### src/rtl/aes_gcm_pkg.sv
// Shared types and constants for the AES-GCM tag finalisation block.
// Blocks use GCM bit order: index 0 is the leftmost (most significant) bit of the
// hex representation, which is also the x^0 coefficient of the field element.
package aes_gcm_pkg;

  typedef logic [0:127] block_t;

  // Reduction constant: 0xE1 followed by 120 zero bits.
  localparam block_t GCM_R = {8'hE1, 120'h0};

  typedef enum logic [1:0] {
    IDLE = 2'd0,
    MULT = 2'd1,
    OUT  = 2'd2
  } tag_state_e;

endpackage

### src/rtl/gf128_mult_digit.sv
// One digit step of the bit-serial GF(2^128) multiplier.
// Processes DIGIT_BITS bits of the X operand, bit 0 of the digit first.
module gf128_mult_digit
  import aes_gcm_pkg::*;
#(
  parameter int DIGIT_BITS = 8
) (
  input  logic [0:127]            z,
  input  logic [0:127]            v,
  input  logic [0:DIGIT_BITS-1]   x_digit,
  output logic [0:127]            z_next,
  output logic [0:127]            v_next
);

  block_t z_acc_s;
  block_t v_acc_s;

  // Unrolled multiply steps: conditionally accumulate V, then multiply V by x.
  always_comb begin
    z_acc_s = z;
    v_acc_s = v;
    for (int i = 0; i < DIGIT_BITS; i++) begin
      z_acc_s = z_acc_s ^ (v_acc_s & {128{x_digit[i]}});
      v_acc_s = (v_acc_s >> 1) ^ (GCM_R & {128{v_acc_s[127]}});
    end
  end

  assign z_next = z_acc_s;
  assign v_next = v_acc_s;

endmodule

### src/rtl/aes_gcm_tag_final.sv
// Final GCM tag stage: multiplies (S ^ len block) by H, XORs in E(K,J0),
// truncates the tag and optionally compares it against a received tag.
// One request in flight; result is held until the consumer takes it.
module aes_gcm_tag_final
  import aes_gcm_pkg::*;
#(
  parameter int DIGIT_BITS = 8,
  parameter int TAG_BITS   = 128,
  parameter int CH_W       = 4
) (
  input  logic                  clk,
  input  logic                  rst_n,
  input  logic                  i_valid,
  output logic                  o_ready,
  input  logic [0:127]          i_sblock,
  input  logic [0:127]          i_len_block,
  input  logic [0:127]          i_h,
  input  logic [0:127]          i_encrypted_j0,
  input  logic                  i_verify,
  input  logic [0:TAG_BITS-1]   i_expected_tag,
  input  logic [CH_W-1:0]       i_ch_id,
  output logic                  o_valid,
  input  logic                  i_out_ready,
  output logic [0:TAG_BITS-1]   o_tag,
  output logic                  o_auth_ok,
  output logic [CH_W-1:0]       o_ch_id,
  output logic                  o_busy
);

  localparam int N     = 128 / DIGIT_BITS;
  localparam int CNT_W = $clog2(N);
  localparam logic [CNT_W-1:0] CNT_LAST = CNT_W'(N - 1);

  tag_state_e            state_r;
  tag_state_e            state_next_s;
  logic [CNT_W-1:0]      cnt_r;
  block_t                x_r;
  block_t                z_r;
  block_t                v_r;
  block_t                j0_r;
  logic [0:TAG_BITS-1]   exp_r;
  logic                  verify_r;
  logic [CH_W-1:0]       ch_r;

  block_t                z_next_s;
  block_t                v_next_s;
  block_t                tag_full_s;
  logic [0:TAG_BITS-1]   tag_s;
  logic                  accept_s;
  logic                  last_s;
  logic                  consume_s;

  assign accept_s   = i_valid && (state_r == IDLE);
  assign last_s     = (state_r == MULT) && (cnt_r == CNT_LAST);
  assign consume_s  = (state_r == OUT) && i_out_ready;
  assign tag_full_s = z_next_s ^ j0_r;
  assign tag_s      = tag_full_s[0:TAG_BITS-1];

  assign o_ready = (state_r == IDLE);
  assign o_busy  = (state_r != IDLE);

  // X is shifted left each cycle, so the current digit always sits at the top.
  gf128_mult_digit #(
    .DIGIT_BITS (DIGIT_BITS)
  ) u_mult (
    .z       (z_r),
    .v       (v_r),
    .x_digit (x_r[0:DIGIT_BITS-1]),
    .z_next  (z_next_s),
    .v_next  (v_next_s)
  );

  // State register.
  always_ff @(posedge clk or negedge rst_n) begin
    if (!rst_n) begin
      state_r <= IDLE;
    end else begin
      state_r <= state_next_s;
    end
  end

  // Next-state decode: accept in IDLE, N multiply cycles, hold in OUT until taken.
  always_comb begin
    state_next_s = state_r;
    case (state_r)
      IDLE: begin
        if (i_valid) state_next_s = MULT;
        else         state_next_s = IDLE;
      end
      MULT: begin
        if (cnt_r == CNT_LAST) state_next_s = OUT;
        else                   state_next_s = MULT;
      end
      OUT: begin
        if (i_out_ready) state_next_s = IDLE;
        else             state_next_s = OUT;
      end
      default: state_next_s = IDLE;
    endcase
  end

  // Request capture and multiplier datapath registers.
  always_ff @(posedge clk or negedge rst_n) begin
    if (!rst_n) begin
      cnt_r    <= '0;
      x_r      <= '0;
      z_r      <= '0;
      v_r      <= '0;
      j0_r     <= '0;
      exp_r    <= '0;
      verify_r <= 1'b0;
      ch_r     <= '0;
    end else if (accept_s) begin
      cnt_r    <= '0;
      x_r      <= i_sblock ^ i_len_block;
      z_r      <= '0;
      v_r      <= i_h;
      j0_r     <= i_encrypted_j0;
      exp_r    <= i_expected_tag;
      verify_r <= i_verify;
      ch_r     <= i_ch_id;
    end else if (state_r == MULT) begin
      cnt_r <= cnt_r + CNT_W'(1);
      x_r   <= x_r << DIGIT_BITS;
      z_r   <= z_next_s;
      v_r   <= v_next_s;
    end
  end

  // Result registers: loaded on the final multiply step, held until consumed.
  always_ff @(posedge clk or negedge rst_n) begin
    if (!rst_n) begin
      o_valid   <= 1'b0;
      o_tag     <= '0;
      o_auth_ok <= 1'b0;
      o_ch_id   <= '0;
    end else if (last_s) begin
      o_valid   <= 1'b1;
      o_tag     <= tag_s;
      o_auth_ok <= verify_r && (tag_s == exp_r);
      o_ch_id   <= ch_r;
    end else if (consume_s) begin
      o_valid   <= 1'b0;
    end
  end

endmodule

### config.mk
export PLATFORM = sky130hd
export DESIGN_NAME = aes_gcm_tag_final
export DESIGN_NICKNAME = d
export VERILOG_FILES = /design/src/rtl/aes_gcm_pkg.sv /design/src/rtl/gf128_mult_digit.sv /design/src/rtl/aes_gcm_tag_final.sv
export SDC_FILE = /design/constraint.sdc
export NUM_CORES = 2
export LEC_CHECK = 0
export ABC_AREA = 1
export CORE_MARGIN = 2
export CORE_UTILIZATION = 56
export CTS_CLUSTER_DIAMETER = 50
export CTS_CLUSTER_SIZE = 30
export DETAILED_ROUTE_END_ITERATION = 10
export PLACE_DENSITY_LB_ADDON = 0.05
export SLEW_MARGIN = 15
export SYNTH_ARGS = -nofsm -noshare
export SYNTH_HDL_FRONTEND = slang
export SYNTH_HIERARCHICAL = 1
export SYNTH_SLANG_ARGS = --single-unit
### constraint.sdc
create_clock -name clk -period 2.83 [get_ports clk]
set_clock_uncertainty 0.2 [all_clocks]
set_input_delay 0.566 -clock clk [delete_from_list [all_inputs] [get_ports clk]]
set_output_delay 0.566 -clock clk [all_outputs]
set_load 0.005 [all_outputs]
==> results.md <==
- Netlist Area Pre-Place: between 50000 and 60000 µm²
- Setup ws final: -414 ps
- Final min period: around 3200 ps
- Via count: roughly 54000
- Fin crit share: 115%
- Largest net degree at the start of global routing: 122
- Setup violations, final: 1
- Post-route setup TNS: -414 ps
- Least-Margin Pin Slew: a little over 700 ps
- 1st-iter DRT viols: 4869
- Die X: 316 µm
- Startpoint type of the worst setup path: flip-flop
- Area of the multi-input gates: around 30000 µm²
- Hold Path Class: input pin to flip-flop
- Yosys cell types: 38
- Die area: about 100000 µm²
- NumNets Final: around 9400
- WS Path Type: flip-flop to flip-flop
- P&R area growth vs syn: 34.6%
- Number of fill cells: roughly 7300
- RSZ-0062 raised after global routing: yes
- Remaining DRCs: 0
- Max transition margin: ~53%
- Final hold violations: 0
- CTS buffer count: between 90 and 100
- Total grt overflow: 0
- Synth area leaders: dfrtp_1 (36%), nand2_1 (20%), xnor2_1 (12%)
- Initial antenna violation count: 16
- Flops & latches, synth: 785
- Core footprint: between 90000 and 100000 µm²
- Yosys top cell area share: a little over a third
- Final WL: 188000 µm
- Clock sink total: a little under 800
- CTS max path bufs: 3
- Latest clock arrival within the worst-skew pair: just over 700 ps
- Synthesized instance count: approximately 7600
- Count of input and output buffers: just under 800
- Syn avg cell area: 7.15 µm²
- Initial Util: 56.4%
- Reg clk slew, reported paths: roughly 80 ps
- Critical path peak fanout: 7
- Finished Cell Area: between 70000 and 80000 µm²
- Area occupied by registers: between 15000 and 20000 µm²
- Die height: about 320 µm
- Vias per std cell: 5.37
- DRT Pass-1 Iters: 6
- Crit. End Element: flip-flop
- Outcome: complete, but fails checks
- H-Tree Depth: 3
- Post-DP Area: between 60000 and 70000 µm²
- Dpl hpwl: ~140000 µm
- Fmax: 308 MHz
- Total Routing Usage GR: ~37%
- CP required: roughly 3300 ps
- WL/cell: between 15 and 20 µm
- Row Count: approximately 110
- First-pass GRT wire length: 289000 µm
- Max Transition Viols Final: 0
- Root Driver: clkbuf_16
- Post-route ant nets: 0
- GPL Wtd Cong: approximately 1
- Vias in the first global route: around 53000
- Cell taking the most area after synthesis: dfrtp_1
- Syn nets: around 8300
- Arr. time, crit path: 3670 ps
- Num ports: 785
- Max cap viols: 0
- Seq/Total Area, Yosys: a little over a third
- Layout cells sized above 1: approximately 16%
- TritonCTS clock tree: done
- Failing checks: negative setup slack
- YS warnings: 6
-- critical path, stage by stage (launching register included) --
cell	delay [ps]
dfrtp_4	500
buf_12	160
buf_16	150
buf_12	140
nand2_1	70
xnor2_1	130
xnor2_1	100
or2_2	290
nand2_1	60
nand2_1	50
nand2_1	70
inv_2	70
xnor2_4	190
inv_1	80
nand2_1	90
nand2_1	90
nor2_2	100
nand2_2	90
nor2_4	120
buf_6	110
nand2_4	70
nor2_4	100
nand3_1	70
nand2_1	60
-- cell families after synthesis --
logic type	count (synthesis)	share of synthesized area (%)
adders and majority gates	1	0.0230
DFF	785	36.1
xor gates and xnor gates	970	16.4
buffers and inverters	1240	10.2
AOI/OAI and AO/OA	936	9.70
and+or+nand+nor	3688	27.6
-- worst paths after layout --
kind / to / slack (ps) / from / depth (start not counted)
worst min-delay path: j0_r[39] / 190 / i_encrypted_j0[88] / 3
worst max register to register: o_auth_ok / -410 / x_r[126] / 23
min in group asynchronous: j0_r[94] / 220 / rst_n / 2
worst max-delay path: o_auth_ok / -410 / x_r[126] / 23
worst min register to register: o_ch_id[1] / 270 / o_ch_id[1] / 2
max in group asynchronous: x_r[31] / 1170 / rst_n / 3
-- stage by stage --
step / hold WS (ps) / util [%] / std cells / setup slack [ps]
after floorplan: 70.4 / - / 7620 / 230
after global placement: 259 / 70.2 / 9830 / -538
after detailed placement: 260 / 70.2 / 9830 / -558
after CTS: 165 / 75.1 / 10067 / -343
after global routing: 202 / 75.9 / 10095 / -589
final: 191 / 75.9 / 10095 / -414
-- flip-flops by register name, indices dropped and copies added, names as in the netlist --
signal and cells:
o_valid 1, state_r 2, o_ch_id 4, j0_r 128
x_r 128, verify_r 1, o_tag 128, exp_r 128
v_r 128, ch_r 4, z_r 128, cnt_r 4
o_auth_ok 1
-- cell type report --
type | count | share of cell area [%]
Timing Repair Buffer | 1577 | 21.4
Sequential cell | 785 | 26.8
Clock buffer | 99 | 3.35
Multi-Input combinational cell | 5595 | 41.2
Antenna cell | 7 | 0.0239
Inverter | 672 | 3.47
Clock inverter | 84 | 1.53
Tap cell | 1276 | 2.18
-- synthesized netlist by cell type (all sizes together) --
cell	n
nand2	2991
xnor2	811
dfrtp	785
inv	672
o21ai	587
buf	398
nor2	292
nand3	270
clkbuf	170
xor2	159
a21oi	139
or2	119
a22o	67
a22oi	49
a31oi	46
o211ai	17
o221ai	15
nand4	9
nand3b	7
a32o	5
o31ai	5
o32ai	4
a2bb2oi	1
ha	1
o21bai	1
-- placed cells by master (no fill, tap or decap), drive strengths merged, types with 9 or more instances in the layout --
master and count:
xor2 159, a21oi 139, a31oi 46, a22oi 49
buf 788, clkinv 30, or2 119, nand4 9
clkdlybuf4s50 783, nand2 2991, a22o 67, dfrtp 785
xnor2 811, nor2 292, o211ai 17, o221ai 15
clkbuf 101, o21ai 587, nand3 270, inv 715
-- routing by layer --
metal | up-vias | wire, µm | GRT usage [%]
met1 | 25667 | 74700 | 47.8
met3 | 487 | 16500 | 6.55
met2 | 2480 | 87100 | 59.5
met4 | 14 | 9770 | 18.6
li1 | 25612 | - | -
met5 | - | 95 | 0
-- what timing repair did --
item | in CTS | in global routing
gates resized for setup | 138 | 146
setup endpoints to repair | 3 | 4
endpoints found under the hold margin | 70 | 0
buffers inserted | 47 | 20
gates cloned | 6 | 2
hold buffers | 1 | 0
pin swaps | 59 | 88
Power is left out: the tool's default activity adds up to more than one toggle a clock period on the data nets, which glitch-free logic cannot reach.
